===== src/rtl/gate_sweep_sequencer.sv =====
// Clocked exhaustive sweep of a 3-input gate cell against a truth table.
// Optional GSS_STOP_ON_FAIL_EN: end the sweep at the first mismatching vector.
module gate_sweep_sequencer #(
    parameter int         SETTLE_CYCLES = 2,
    parameter logic [7:0] TRUTH         = 8'hF7
) (
    input  logic       clk,
    input  logic       rst,
    input  logic       start,
    input  logic       y,
    output logic       a,
    output logic       b,
    output logic       c,
    output logic       busy,
    output logic       done,
    output logic       pass,
    output logic [3:0] err_count,
    output logic [7:0] fail_vec
);

    localparam logic [1:0] IDLE   = 2'd0;
    localparam logic [1:0] SETTLE = 2'd1;
    localparam logic [1:0] SAMPLE = 2'd2;
    localparam logic [1:0] DONE   = 2'd3;

    localparam logic [3:0] RELOAD = 4'(SETTLE_CYCLES - 1);

    logic [1:0] state;
    logic [2:0] vec;
    logic [3:0] cnt;
    logic       mismatch;
    logic [3:0] err_next;
    logic       last;

    assign {a, b, c} = vec;
    assign mismatch  = (y != TRUTH[vec]);
    assign err_next  = err_count + {3'b000, mismatch};

`ifdef GSS_STOP_ON_FAIL_EN
    assign last = (vec == 3'd7) || mismatch;
`else
    assign last = (vec == 3'd7);
`endif

    always_ff @(posedge clk or posedge rst) begin
        if (rst) begin
            state     <= IDLE;
            vec       <= 3'd0;
            cnt       <= 4'd0;
            busy      <= 1'b0;
            done      <= 1'b0;
            pass      <= 1'b0;
            err_count <= 4'd0;
            fail_vec  <= 8'h00;
        end else begin
            case (state)
                IDLE, DONE: begin
                    if (start) begin
                        vec       <= 3'd0;
                        err_count <= 4'd0;
                        fail_vec  <= 8'h00;
                        done      <= 1'b0;
                        pass      <= 1'b0;
                        busy      <= 1'b1;
                        cnt       <= RELOAD;
                        state     <= SETTLE;
                    end
                end
                SETTLE: begin
                    if (cnt == 4'd0) state <= SAMPLE;
                    else             cnt   <= cnt - 4'd1;
                end
                SAMPLE: begin
                    if (mismatch) begin
                        fail_vec[vec] <= 1'b1;
                        err_count     <= err_next;
                    end
                    // Next vector launches on the same edge that samples this one.
                    if (last) begin
                        busy  <= 1'b0;
                        done  <= 1'b1;
                        pass  <= (err_next == 4'd0);
                        state <= DONE;
                    end else begin
                        vec   <= vec + 3'd1;
                        cnt   <= RELOAD;
                        state <= SETTLE;
                    end
                end
                default: state <= IDLE;
            endcase
        end
    end

endmodule


===== config.mk =====
export PLATFORM = sky130hd
export DESIGN_NAME = gate_sweep_sequencer
export DESIGN_NICKNAME = d
export VERILOG_FILES = /design/src/rtl/gate_sweep_sequencer.sv
export SDC_FILE = /design/constraint.sdc
export NUM_CORES = 1
export LEC_CHECK = 0
export BUFFER_PORTS_ARGS = -buffer_cell sky130_fd_sc_hd__clkbuf_2
export CAP_MARGIN = 15
export CORE_ASPECT_RATIO = 1.4
export CORE_MARGIN = 2
export CORE_UTILIZATION = 35
export CTS_CLUSTER_DIAMETER = 100
export CTS_CLUSTER_SIZE = 40
export DETAILED_ROUTE_END_ITERATION = 8
export PLACE_DENSITY = 0.5
export SKIP_CTS_REPAIR_TIMING = 1
export SYNTH_ARGS = -nofsm -noshare
export SYNTH_HDL_FRONTEND = slang
export SYNTH_SLANG_ARGS = --single-unit
export TNS_END_PERCENT = 100

===== constraint.sdc =====
create_clock -name clk -period 2.8 [get_ports clk]
set_input_delay 0.42 -clock clk [delete_from_list [all_inputs] [get_ports clk]]
set_output_delay 0.42 -clock clk [all_outputs]
set_load 0.05 [all_outputs]

==> results_dict.tcl, run 1 <==
set metrics [dict create \
    status "finished, final reports clean" \
    die_x_microns 59.10 \
    fillCellCount 415 \
    cp_common_cell "ha_1" \
    syn_area_per_cell_sq_um 9.598 \
    hpwl_microns 2668 \
    initial_core_util 0.3568 \
    wl_per_cell_microns 16.06 \
    drt_pass1_iterations 4 \
    grt_pass1_wl_microns 6168 \
    drc 0 \
    endpoint "pass" \
    synthesis.nets 169 \
    rsz0062_at_grt "no" \
    numCtsBuffers 3 \
    r2r-end "pass" \
    maxSlewHeadroom 0.3560 \
    rows 28 \
    layout_commonest_cell "dfrtp_1" \
    drv_slew 0 \
    vdd_drop_max_mv 0.4170 \
    setup_tns_ns 0 \
    synth_area_sq_um 1488 \
    power_density_nw_per_um2 937.6 \
    yosysSeqAreaShare 0.4037 \
    setup_violations 0 \
    dieArea_sq_um 4795 \
    tritoncts "built" \
    fmax_mhz 416.7 \
    worstMarginPinSlew_ns 0.9650 \
    htreeDepth 1 \
    grt_max_degree 25 \
    total_leakage_power_nw 0.8314 \
    drive_above_1_share 0.2034 \
    track_usage 0.1682 \
    avgViaCountPerCell 5.635 \
    ant_nets 0 \
    rrSetupSlack_ns 0.40 \
    path_cells "inv_1 -> ha_1 -> xor2_1 -> inv_2 -> ha_1 -> ha_1 -> nor4_1 -> a32o_1" \
    final_cell_mix "dfrtp_1 (24), clkbuf_2 (21), inv_1 (15), nor2_1 (15), ha_1 (10)" \
    start_kind "register" \
    clock_path_buffers 2 \
    finalHoldViolations 0 \
    worstPathRequired_ns 3.00 \
    period_needed_ns 2.400 \
    clock_latency_ns 0.27 \
    slowest_stage "dfrtp_1" \
    grt-ovfl-total 0 \
    ys_async_sr_fraction 1.000 \
    cp_slowest_stage_delay_ns 0.51 \
    num_vias 1251 \
    period_share 0.8571 \
    reg2regPathDepth 8 \
    portBuffers 21 \
    finClkSkew_ns 0.006156 \
    clkSlewWorstSetupHoldPaths_ns 0.09 \
    synth_edf_count 0 \
    finalNetCount 192 \
    gp_congestion 0.8609 \
    ys_ff_latch 24 \
    design.core.area_sq_um 4169 \
    ys_types 46 \
    critical_path.startpoint "vec[2]" \
    cp_data_arrival_time_ns 2.60 \
    cts_root_buf "clkbuf_8" \
    utilization 0.4061 \
    synthCells 155 \
    critPathKind "reg2reg" \
    wirelength_microns 3565 \
    multi_input_area_sq_um 770.7 \
    first_iter_violations 44 \
    drv_cap 0 \
    end_kind "register" \
    fp.dieH_microns 81.14 \
    regArea_sq_um 600.6 \
    cts_num_sinks 24 \
    grt_pass1_vias 1316 \
    worstPathMaxFanout 10 \
    synth-main-ff-cell "dfrtp_1" \
    syn2layout_area_growth_pct 13.79 \
    antenna_found_initial 0 \
    hold_path.class "in2async" \
    io_pins 22 \
    yosysWarnings 0 \
    r2r-start "vec[2]" \
    n_antenna_cell 0 \
]
worst max-delay path, delay by kind of cell, from the launching register on:
kind | cells | cell delay [ns]
and+or+nand+nor | 1 | 0.29
buffers and inverters | 2 | 0.17
DFF | 1 | 0.51
adders and majority gates | 3 | 0.75
AOI/OAI and AO/OA | 1 | 0.21
xor gates and xnor gates | 1 | 0.41
synth_stat cells (2+ instances only):
cell type  instances  area (sq um)
nor3_1             4         20.02
mux2i_1            4         40.04
nand2b_1           3         18.77
nor2_1            15         56.30
a21oi_1            4         20.02
buf_2              3         15.01
dfrtp_1           24         600.6
a31oi_1            4         25.02
a32o_1             2         20.02
a311o_1            2         20.02
xor2_1             2         17.52
and3_1             2         12.51
a41oi_1            4         35.03
a2bb2oi_1          2         17.52
buf_6              2         22.52
nor2b_1            4         25.02
ha_1              10         125.1
and3b_1            3         26.28
clkbuf_1           3         11.26
o21ai_0            4         20.02
nand4_1            3         18.77
o221ai_1           4         35.03
nand2_1            5         18.77
a211oi_1           2         15.01
nor3b_1            3         22.52
inv_1             15         56.30
nand3_1            3         15.01
cell families after synthesis:
logic type / count (synthesis) / synth area share
and+or+nand+nor: 51 / 0.1901
AOI/OAI and AO/OA: 37 / 0.1918
buffers and inverters: 25 / 0.07821
DFF: 24 / 0.4037
adders and majority gates: 10 / 0.08410
muxes: 5 / 0.03448
xor gates and xnor gates: 3 / 0.01767
registers in the layout, indices dropped and copies added (netlist names):
register / flops
busy: 1
cnt: 4
done: 1
err_count: 4
fail_vec: 8
pass: 1
state: 2
vec: 3
worst min-delay path by stage:
stage	start	endpoint	slack, ns	depth (start not counted)
after detailed placement	fail_vec[7]	fail_vec[7]	0.49	2
after floorplan	rst	busy	0.43	1
after CTS	rst	fail_vec[6]	0.37	2
after global placement	fail_vec[1]	fail_vec[1]	0.49	2
after global routing	rst	busy	0.42	2
final	rst	fail_vec[6]	0.34	2
per-stage QoR:
stage	power, W	hold WS, ns	setup slack, ns	instance area (sq um)	instances
global route	0.001712	0.4241	0.2565	1693	222
detailed placement	0.001358	0.4903	0.4499	1638	218
global placement	0.001328	0.4852	0.5002	1638	218
CTS	0.001606	0.3747	0.3885	1693	222
finish	0.001587	0.3393	0.4000	1693	222
floorplan	0.001146	0.4346	0.09826	1488	155
final cells by class:
type	instances	share of cell area
well taps	45	0.03326
repair buffers	27	0.08869
inverters	16	0.03548
multi-input cells	106	0.4553
flip-flops and latches	24	0.3548
clock buffers	4	0.03252
layer usage:
metal | wire length [microns] | GRT usage | vias up
met1 | 1504 | 0.1994 | 611
met2 | 1901 | 0.3022 | 25
met5 | 0 | 0 | -
met3 | 90 | 0.02389 | 8
li1 | - | - | 607
met4 | 69 | 0.06136 | 0
power by group:
part | total (W) | leakage [nW] | internal [W] | switching (W)
clock | 0.000238 | 0.0288 | 0.000126 | 0.000112
combinational | 0.000874 | 0.482 | 0.000313 | 0.000560
sequential | 0.000476 | 0.320 | 0.000418 | 0.0000579
total | 0.00159 | 0.831 | 0.000857 | 0.000730
Power figures use the tool's default switching activity.
==> inputs of run 2 (changes only) <==
- CELL_PAD_IN_SITES_DETAIL_PLACEMENT: unset -> 1
- CELL_PAD_IN_SITES_GLOBAL_PLACEMENT: unset -> 2
- PLACE_DENSITY: 0.5 -> 0.75
==> results_dict.tcl, run 2 (synthesis results as in run 1) <==
set metrics [dict create \
    end_kind "register" \
    hold_path.class "in2async" \
    cp_common_cell "ha_1" \
    avgViaCountPerCell 5.734 \
    layout_commonest_cell "dfrtp_1" \
    worstPathMaxFanout 12 \
    initial_core_util 0.3568 \
    critical_path.startpoint "vec[0]" \
    cp_slowest_stage_delay_ns 0.50 \
    grt_pass1_vias 1335 \
    drv_cap 0 \
    track_usage 0.1759 \
    slowest_stage "dfrtp_1" \
    finalHoldViolations 0 \
    r2r-start "vec[0]" \
    grt_max_degree 25 \
    numCtsBuffers 3 \
    regMostFlops "fail_vec" \
    drc 0 \
    wl_met3_microns 104 \
    clkSlewWorstSetupHoldPaths_ns 0.09 \
    maxSlewHeadroom 0.3360 \
    finalNetCount 192 \
    status "finished, final reports clean" \
    n_antenna_cell 0 \
    period_needed_ns 2.570 \
    total_leakage_power_nw 0.8315 \
    grt_pass1_wl_microns 6458 \
    htreeDepth 1 \
    ant_nets 0 \
    design.core.area_sq_um 4169 \
    io_pins 22 \
    cp_data_arrival_time_ns 2.78 \
    reg_top3 "fail_vec: 8 flops, cnt: 4 flops, err_count: 4 flops" \
    tritoncts "built" \
    wl_per_cell_microns 17.26 \
    power_density_nw_per_um2 937.6 \
    period_share 0.9180 \
    vdd_drop_max_mv 0.3552 \
    fmax_mhz 389.1 \
    postLayoutSetupSlackWorst_ns 0.2297 \
    hpwl_microns 2858 \
    rows 28 \
    drv_slew 0 \
    setup_tns_ns 0 \
    grt-ovfl-total 0 \
    start_kind "register" \
    syn2layout_area_growth_pct 13.79 \
    worstPathRequired_ns 3.01 \
    met2WireLength_microns 2014 \
    cts_num_sinks 24 \
    drive_above_1_share 0.2034 \
    reg2regPathDepth 8 \
    first_iter_violations 20 \
    die_x_microns 59.10 \
    portBuffers 21 \
    antenna_found_initial 0 \
    cts_root_buf "clkbuf_8" \
    wl_met1_microns 1661 \
    final_cell_mix "dfrtp_1 (24), clkbuf_2 (21), inv_1 (15), nor2_1 (15), ha_1 (10)" \
    highest_layer "met4" \
    post-place-ws_ns 0.2420 \
    gp_congestion 0.7450 \
    fp.dieH_microns 81.14 \
    rrSetupSlack_ns 0.23 \
    r2r-end "pass" \
    fillCellCount 500 \
    num_vias 1273 \
    worstMarginPinSlew_ns 0.9949 \
    dieArea_sq_um 4795 \
    drt_pass1_iterations 4 \
    crit_buf_inv 1 \
    setup_violations 0 \
    critPathKind "reg2reg" \
    wirelength_microns 3831 \
    path_cells "ha_1 -> ha_1 -> xor2_1 -> inv_2 -> ha_1 -> ha_1 -> nor4_1 -> a32o_1" \
    clock_path_buffers 2 \
    finClkSkew_ns 0.001856 \
    path_delay_family "adder cells" \
    largest_reg_flops 8 \
    rsz0062_at_grt "no" \
    clock_latency_ns 0.27 \
]
run 2: cell counts in the layout (fill, tap and decap cells not counted):
Identical to the previous run, type by type.
run 2: per-stage QoR:
stage	area, sq um	total power (W)	std cells	utilization	hold WS [ns]
finish	1693	0.001587	222	0.4061	0.3480
global route	1693	0.001713	222	0.4061	0.4193
CTS	1693	0.001602	222	0.4061	0.3780
detailed placement	1638	0.001353	218	0.3929	0.4926
global placement	1638	0.001326	218	0.3929	0.4794
floorplan	1488	0.001146	155	-	0.4346
run 2: area by class of cell:
| cell class | count | area, sq um | area share |
|---|---|---|---|
| Multi-Input combinational cell | 106 | 770.7 | 0.4553 |
| Sequential cell | 24 | 600.6 | 0.3548 |
| Timing Repair Buffer | 27 | 150.1 | 0.08869 |
| Inverter | 16 | 60.06 | 0.03548 |
| Tap cell | 45 | 56.30 | 0.03326 |
| Clock buffer | 4 | 55.05 | 0.03252 |
run 2: worst max path at each step:
stage,depth (start not counted),end,slack [ns]
after floorplan,9,pass,0.1
after global placement,8,pass,0.36
after detailed placement,8,pass,0.24
after CTS,8,pass,0.20
after global routing,8,pass,0.02
final,8,pass,0.23
run 2: power by group:
part / internal (W) / switching (W)
registers: 0.000418 / 0.0000712
logic: 0.000305 / 0.000547
clock network: 0.000126 / 0.000120
run 2: worst register-to-register path: cells and delay by family (launching register included):
kind	cells	cell delay, ns
adder cells (fa/ha/maj)	4	0.98
buffers and inverters	1	0.09
AO/OA/AOI/OAI	1	0.21
XOR/XNOR	1	0.42
flip-flops	1	0.50
AND/OR/NAND/NOR	1	0.31
run 2: per-layer routing:
layer,GRT usage,vias up
met5,0,-
met3,0.02070,7
met4,0.05909,0
met1,0.2125,639
met2,0.3167,17
li1,-,610
